==> src/rtl/io_input_ctrl_pkg.sv <==
// Shared IO word addresses (addr[7:2]), decode select and the STATUS word layout
// used by the input controller, the output-port block and the IO read mux.
package io_input_ctrl_pkg;

  localparam logic [5:0] IO_PORT0  = 6'b100000;
  localparam logic [5:0] IO_PORT1  = 6'b100001;
  localparam logic [5:0] IO_STATUS = 6'b100010;
  localparam logic [5:0] IO_CTRL   = 6'b100011;

  localparam int unsigned STAT_NEW_LSB  = 0;
  localparam int unsigned STAT_OVF_LSB  = 8;
  localparam int unsigned STAT_MASK_LSB = 16;

  typedef enum logic [2:0] {
    SEL_NONE,
    SEL_PORT0,
    SEL_PORT1,
    SEL_STATUS,
    SEL_CTRL
  } io_sel_e;

  function automatic io_sel_e io_decode(input logic [5:0] word);
    case (word)
      IO_PORT0:  return SEL_PORT0;
      IO_PORT1:  return SEL_PORT1;
      IO_STATUS: return SEL_STATUS;
      IO_CTRL:   return SEL_CTRL;
      default:   return SEL_NONE;
    endcase
  endfunction

  function automatic logic [31:0] status_word(input logic [1:0] mask,
                                              input logic [1:0] ovf,
                                              input logic [1:0] nflag);
    return {14'b0, mask, 6'b0, ovf, 6'b0, nflag};
  endfunction

endpackage

==> src/rtl/io_debounce.sv <==
// Two-flop synchroniser plus whole-word debounce: a value is accepted once the
// synchronised word has stayed unchanged for DEB_CNT+1 consecutive samples.
module io_debounce #(
  parameter int unsigned DEB_CNT = 4,
  parameter int unsigned CNT_W   = 3
) (
  input  logic        clk,
  input  logic        rst_n,
  input  logic [31:0] raw,
  output logic [31:0] stable,
  output logic        upd
);

  localparam logic [CNT_W-1:0] CNT_LAST = CNT_W'(DEB_CNT - 1);

  logic [31:0]      sync1_q, sync1_d, sync2_q, sync2_d;
  logic [31:0]      cand_q, cand_d, stable_q, stable_d;
  logic [CNT_W-1:0] cnt_q, cnt_d;

  // upd is decoded from registers so the flag logic sees it on the same edge
  // that stable_q takes the new value.
  always_comb begin
    sync1_d  = raw;
    sync2_d  = sync1_q;
    cand_d   = cand_q;
    cnt_d    = cnt_q;
    stable_d = stable_q;
    upd      = 1'b0;
    if (sync2_q != cand_q) begin
      cand_d = sync2_q;
      cnt_d  = '0;
    end else if (cnt_q != CNT_LAST) begin
      cnt_d = cnt_q + CNT_W'(1);
    end else if (cand_q != stable_q) begin
      stable_d = cand_q;
      upd      = 1'b1;
    end
  end

  always_ff @(posedge clk or negedge rst_n) begin
    if (!rst_n) begin
      sync1_q  <= '0;
      sync2_q  <= '0;
      cand_q   <= '0;
      cnt_q    <= '0;
      stable_q <= '0;
    end else begin
      sync1_q  <= sync1_d;
      sync2_q  <= sync2_d;
      cand_q   <= cand_d;
      cnt_q    <= cnt_d;
      stable_q <= stable_d;
    end
  end

  assign stable = stable_q;

endmodule

==> src/rtl/io_input_ctrl.sv <==
// Memory-mapped controller for the two debounced CPU input ports: decode, new/overrun
// flags, interrupt mask, combinational read mux and registered level irq.
module io_input_ctrl
  import io_input_ctrl_pkg::*;
#(
  parameter int unsigned DEB_CNT = 4,
  parameter int unsigned CNT_W   = 3
) (
  input  logic        io_clk,
  input  logic        resetn,
  input  logic [31:0] addr,
  input  logic        io_rd,
  input  logic        io_wr,
  input  logic [31:0] io_wdata,
  input  logic [31:0] in_port0,
  input  logic [31:0] in_port1,
  output logic [31:0] io_read_data,
  output logic        irq
);

  io_sel_e     sel;
  logic [31:0] stable0, stable1;
  logic [1:0]  upd, port_rd;
  logic [1:0]  new_q, new_d, ovf_q, ovf_d, mask_q, mask_d;
  logic        irq_q, irq_d;
  logic        ctrl_wr, clr_all;
  logic        unused_bits;

  io_debounce #(.DEB_CNT(DEB_CNT), .CNT_W(CNT_W)) u_deb0 (
    .clk(io_clk), .rst_n(resetn), .raw(in_port0), .stable(stable0), .upd(upd[0])
  );

  io_debounce #(.DEB_CNT(DEB_CNT), .CNT_W(CNT_W)) u_deb1 (
    .clk(io_clk), .rst_n(resetn), .raw(in_port1), .stable(stable1), .upd(upd[1])
  );

  assign sel         = io_decode(addr[7:2]);
  assign port_rd     = {io_rd && (sel == SEL_PORT1), io_rd && (sel == SEL_PORT0)};
  assign ctrl_wr     = io_wr && (sel == SEL_CTRL);
  assign clr_all     = ctrl_wr && io_wdata[31];
  assign unused_bits = ^{addr[31:8], addr[1:0], io_wdata[30:2]};

  // A same-edge update always wins over a read-clear or a CTRL clear.
  always_comb begin
    new_d  = new_q;
    ovf_d  = ovf_q;
    mask_d = ctrl_wr ? io_wdata[1:0] : mask_q;
    for (int unsigned i = 0; i < 2; i++) begin
      if (upd[i]) begin
        new_d[i] = 1'b1;
        if (new_q[i] && !port_rd[i]) ovf_d[i] = 1'b1;
        else if (clr_all)            ovf_d[i] = 1'b0;
      end else begin
        if (port_rd[i] || clr_all) new_d[i] = 1'b0;
        if (clr_all)               ovf_d[i] = 1'b0;
      end
    end
    irq_d = |(new_d & mask_d);
  end

  always_ff @(posedge io_clk or negedge resetn) begin
    if (!resetn) begin
      new_q  <= '0;
      ovf_q  <= '0;
      mask_q <= '0;
      irq_q  <= 1'b0;
    end else begin
      new_q  <= new_d;
      ovf_q  <= ovf_d;
      mask_q <= mask_d;
      irq_q  <= irq_d;
    end
  end

  always_comb begin
    io_read_data = '0;
    case (sel)
      SEL_PORT0:  io_read_data = stable0;
      SEL_PORT1:  io_read_data = stable1;
      SEL_STATUS: io_read_data = status_word(mask_q, ovf_q, new_q);
      SEL_CTRL:   io_read_data = {30'b0, mask_q};
      default:    io_read_data = '0;
    endcase
  end

  assign irq = irq_q;

endmodule

==> config.mk <==
export PLATFORM = sky130hd
export DESIGN_NAME = io_input_ctrl
export DESIGN_NICKNAME = d
export VERILOG_FILES = /design/src/rtl/io_input_ctrl_pkg.sv /design/src/rtl/io_debounce.sv /design/src/rtl/io_input_ctrl.sv
export SDC_FILE = /design/constraint.sdc
export NUM_CORES = 1
export LEC_CHECK = 0
export CORE_MARGIN = 2
export CORE_UTILIZATION = 57
export CTS_CLUSTER_SIZE = 20
export DETAILED_ROUTE_END_ITERATION = 12
export GPL_TIMING_DRIVEN = 0
export PLACE_DENSITY = 0.88
export SETUP_SLACK_MARGIN = 0.5
export SYNTH_ARGS = -nofsm -noshare
export SYNTH_HDL_FRONTEND = slang
export SYNTH_HIERARCHICAL = 1
export SYNTH_SLANG_ARGS = --single-unit
==> constraint.sdc <==
create_clock -name io_clk -period 3 [get_ports io_clk]
set_clock_uncertainty 0.1 [all_clocks]
set_input_delay 0.45 -clock io_clk [delete_from_list [all_inputs] [get_ports io_clk]]
set_output_delay 0.45 -clock io_clk [all_outputs]
set_load 0.02 [all_outputs]
==> metrics.cfg <==
[synthesis]
yosysWarningCount = 6
synth_cells = 676
ys_ff_latch = 269
async_reset_ff_share_pct = 100
synthDistinctLibCells = 37
seq_area_frac_synth_pct = 66.2
synth_nets = 812
syn_area_um2 = 10200
synth_edf_count = 0
syn_area_per_cell_um2 = 15.0
synth_ff_type = dfrtp_1

[timing]
hold_viol = 0
slew_headroom_pct = 61.7
fin_crit_ps = 2720
max_freq_mhz = 368
hold_ws_ps = 246
maxSlewViolCount = 0
setup_viol = 0
worstMarginPinSlew_ps = 574
rsz0062_at_grt = yes
post-route-period-util_pct = 90.6

[clocking]
cts_inserted_buffers = 26
clk-insertion-delay-late_ps = 520
clk_pin_slew_ps = 60
clockBufferDepth = 3
cts_tree = built
root_buffer = clkbuf_16
h-tree-depth = 1
clkSinkCount = 269

[power]
p_leak_nw = 6.10
ir_drop_v = 0.000535
power_density_nw_per_um2 = 601

[die]
num_rows = 48
dieArea_um2 = 18900
chipHeight_um = 138
initial_utilization_pct = 58.6
die_w_um = 138
num_io_pins = 165
core_area_um2 = 17400

[detailed_routing]
drt-total-wl_mm = 25.3
wl_per_cell_um = 23.3
drtAntennaViolNets = 0
viasPerCell = 5.74
route.detailed.drc = 0
via_count = 6217
drt_iter0_drc = 619
drt_first_pass_iters = 4

[place]
dp_hpwl_mm = 14.0
dp_cells = 1011
gp_congestion = 0.870
numPortBuffers = 108

[global_routing]
grt-ovfl-total = 0
track_usage_pct = 25.3
grt_antenna_before_repair = 0
first_global_vias = 6400
grt_max_degree = 101
grt_pass1_wl_mm = 35.6

[cells_and_area]
final_common_cell = dfrtp_1
fillers = 909
fin_nets = 976
layout_common_cells = 269 x dfrtp_1, 70 x clkbuf_1, 70 x clkdlybuf4s50_1, 66 x xor2_1, 63 x xnor2_1
num_antenna_cells = 0
drive_gt1_share_pct = 26.4
syn2layout_area_growth_pct = 28.6
stdcell_count = 1084

[worst_setup_path]
reg2reg_depth = 7
end_kind = output port
critPathLaunchType = input pin
crit_required_ps = 2450
path_max_fanout = 6
crit_type = input pin to output port
cp.arrival_ps = 2170

[job]
maxCapViolations = 0

[hold_path]
hold_path_depth = 0
hold_class = flip-flop to flip-flop

[run_status]
status = finished clean

-- repair_timing --
| action | in CTS | in global routing |
|---|---|---|
| setup endpoints to repair | 64 | 98 |
| gates cloned | 3 | 0 |
| buffers inserted | 13 | 9 |
| resized for setup | 220 | 39 |
| pin swaps | 16 | 24 |
| endpoints found under the hold margin | 73 | 0 |
| hold buffers | 1 | 0 |
-- final cells by class --
| cell class | instances | area [um^2] | area share, % |
|---|---|---|---|
| plain buffers | 78 | 413 | 3.16 |
| repair buffers | 135 | 1380 | 10.5 |
| multi-input cells | 325 | 3310 | 25.3 |
| clock inverters | 11 | 195 | 1.49 |
| well taps | 225 | 282 | 2.15 |
| flip-flops and latches | 269 | 6730 | 51.5 |
| clock buffers | 36 | 749 | 5.73 |
| inverters | 5 | 18.8 | 0.144 |
-- flip-flops by register name, summed over array words and instances (netlist names) --
signal          count
u_deb0/cand_q      32
u_deb1/cnt_q        3
u_deb0/sync2_q     32
u_deb1/sync2_q     32
irq                 1
u_deb0/sync1_q     32
u_deb0/cnt_q        3
new_q               2
u_deb1/sync1_q     32
u_deb1/stable      32
ovf_q               2
mask_q              2
u_deb0/stable      32
u_deb1/cand_q      32
-- synthesized netlist by cell type, drive strengths merged (2+ instances only) --
cell type	count	share of area (%)
inv	5	0.18
nand3	2	0.098
ha	4	0.49
xnor2	64	5.5
mux2	65	9.4
xor2	66	5.7
dfrtp	269	66
nor2	14	0.68
nor3b	2	0.15
o2111ai	2	0.30
a221oi	6	0.52
buf	13	1.2
mux2i	3	0.30
nand4	20	1.2
nand2	8	0.30
a21oi	8	0.39
clkbuf	65	2.4
a22oi	2	0.15
nor4	20	1.5
a22o	27	2.3
-- metal layers --
| layer | global-route usage (%) | wire [um] | up-vias |
|---|---|---|---|
| met4 | 9.51 | 1210 | 0 |
| met5 | 0 | 0 | - |
| met3 | 3.42 | 1920 | 84 |
| met1 | 33.5 | 9570 | 3198 |
| met2 | 43.0 | 12600 | 344 |
| li1 | - | - | 2591 |
-- power by group --
group | total (mW) | leakage (nW) | switching, mW | internal [mW]
Combinational | 0.416 | 2.34 | 0.201 | 0.215
Sequential | 3.88 | 3.31 | 0.121 | 3.76
Clock | 3.55 | 0.451 | 1.37 | 2.18
-- final timing paths --
check,startpoint,endpoint,slack [ps]
worst max register to register,u_deb0/cand_q[27]$_DFFE_PN0N_,u_deb0/stable[29]$_DFFE_PN0P_,340
worst min register to register,u_deb1/sync1_q[10]$_DFF_PN0_,u_deb1/sync2_q[10]$_DFF_PN0_,250
max in group asynchronous,resetn,u_deb1/sync1_q[23]$_DFF_PN0_,1090
worst min-delay path,u_deb1/sync1_q[10]$_DFF_PN0_,u_deb1/sync2_q[10]$_DFF_PN0_,250
worst max-delay path,addr[6],io_read_data[30],280
min in group asynchronous,resetn,u_deb0/sync1_q[26]$_DFF_PN0_,380
-- kinds of logic (layout without fill, tap and decap cells) --
| family | after synthesis | count (layout) | share of synthesized area [%] |
|---|---|---|---|
| muxes | 68 | 68 | 9.71 |
| adders and majority gates | 4 | 4 | 0.492 |
| DFF | 269 | 269 | 66.2 |
| AOI/OAI and AO/OA | 51 | 51 | 4.22 |
| and+or+nand+nor | 71 | 72 | 4.45 |
| buffers and inverters | 83 | 265 | 3.74 |
| xor gates and xnor gates | 130 | 130 | 11.2 |
-- critical path: stages --
cell and delay [ps]:
buf_6 90, or4b_4 520, buf_6 150, or2_4 280, nor2_8 190, buf_6 160
a22o_1 190, buf_6 140
-- metrics by stage --
step / utilization, % / power, mW / setup TNS (ps) / setup slack [ps] / cell area [um^2]
after floorplan: - / 4.07 / 0 / 507 / 10200
after global placement: 66.4 / 4.29 / -2548680 / -9430 / 11500
after detailed placement: 66.8 / 4.32 / -15230 / -549 / 11600
after CTS: 73.7 / 7.84 / 0 / 294 / 12800
after global routing: 75.3 / 8.11 / 0 / 223 / 13100
final: 75.3 / 7.85 / 0 / 282 / 13100
Note: power is estimated with default switching activity, not from simulation.
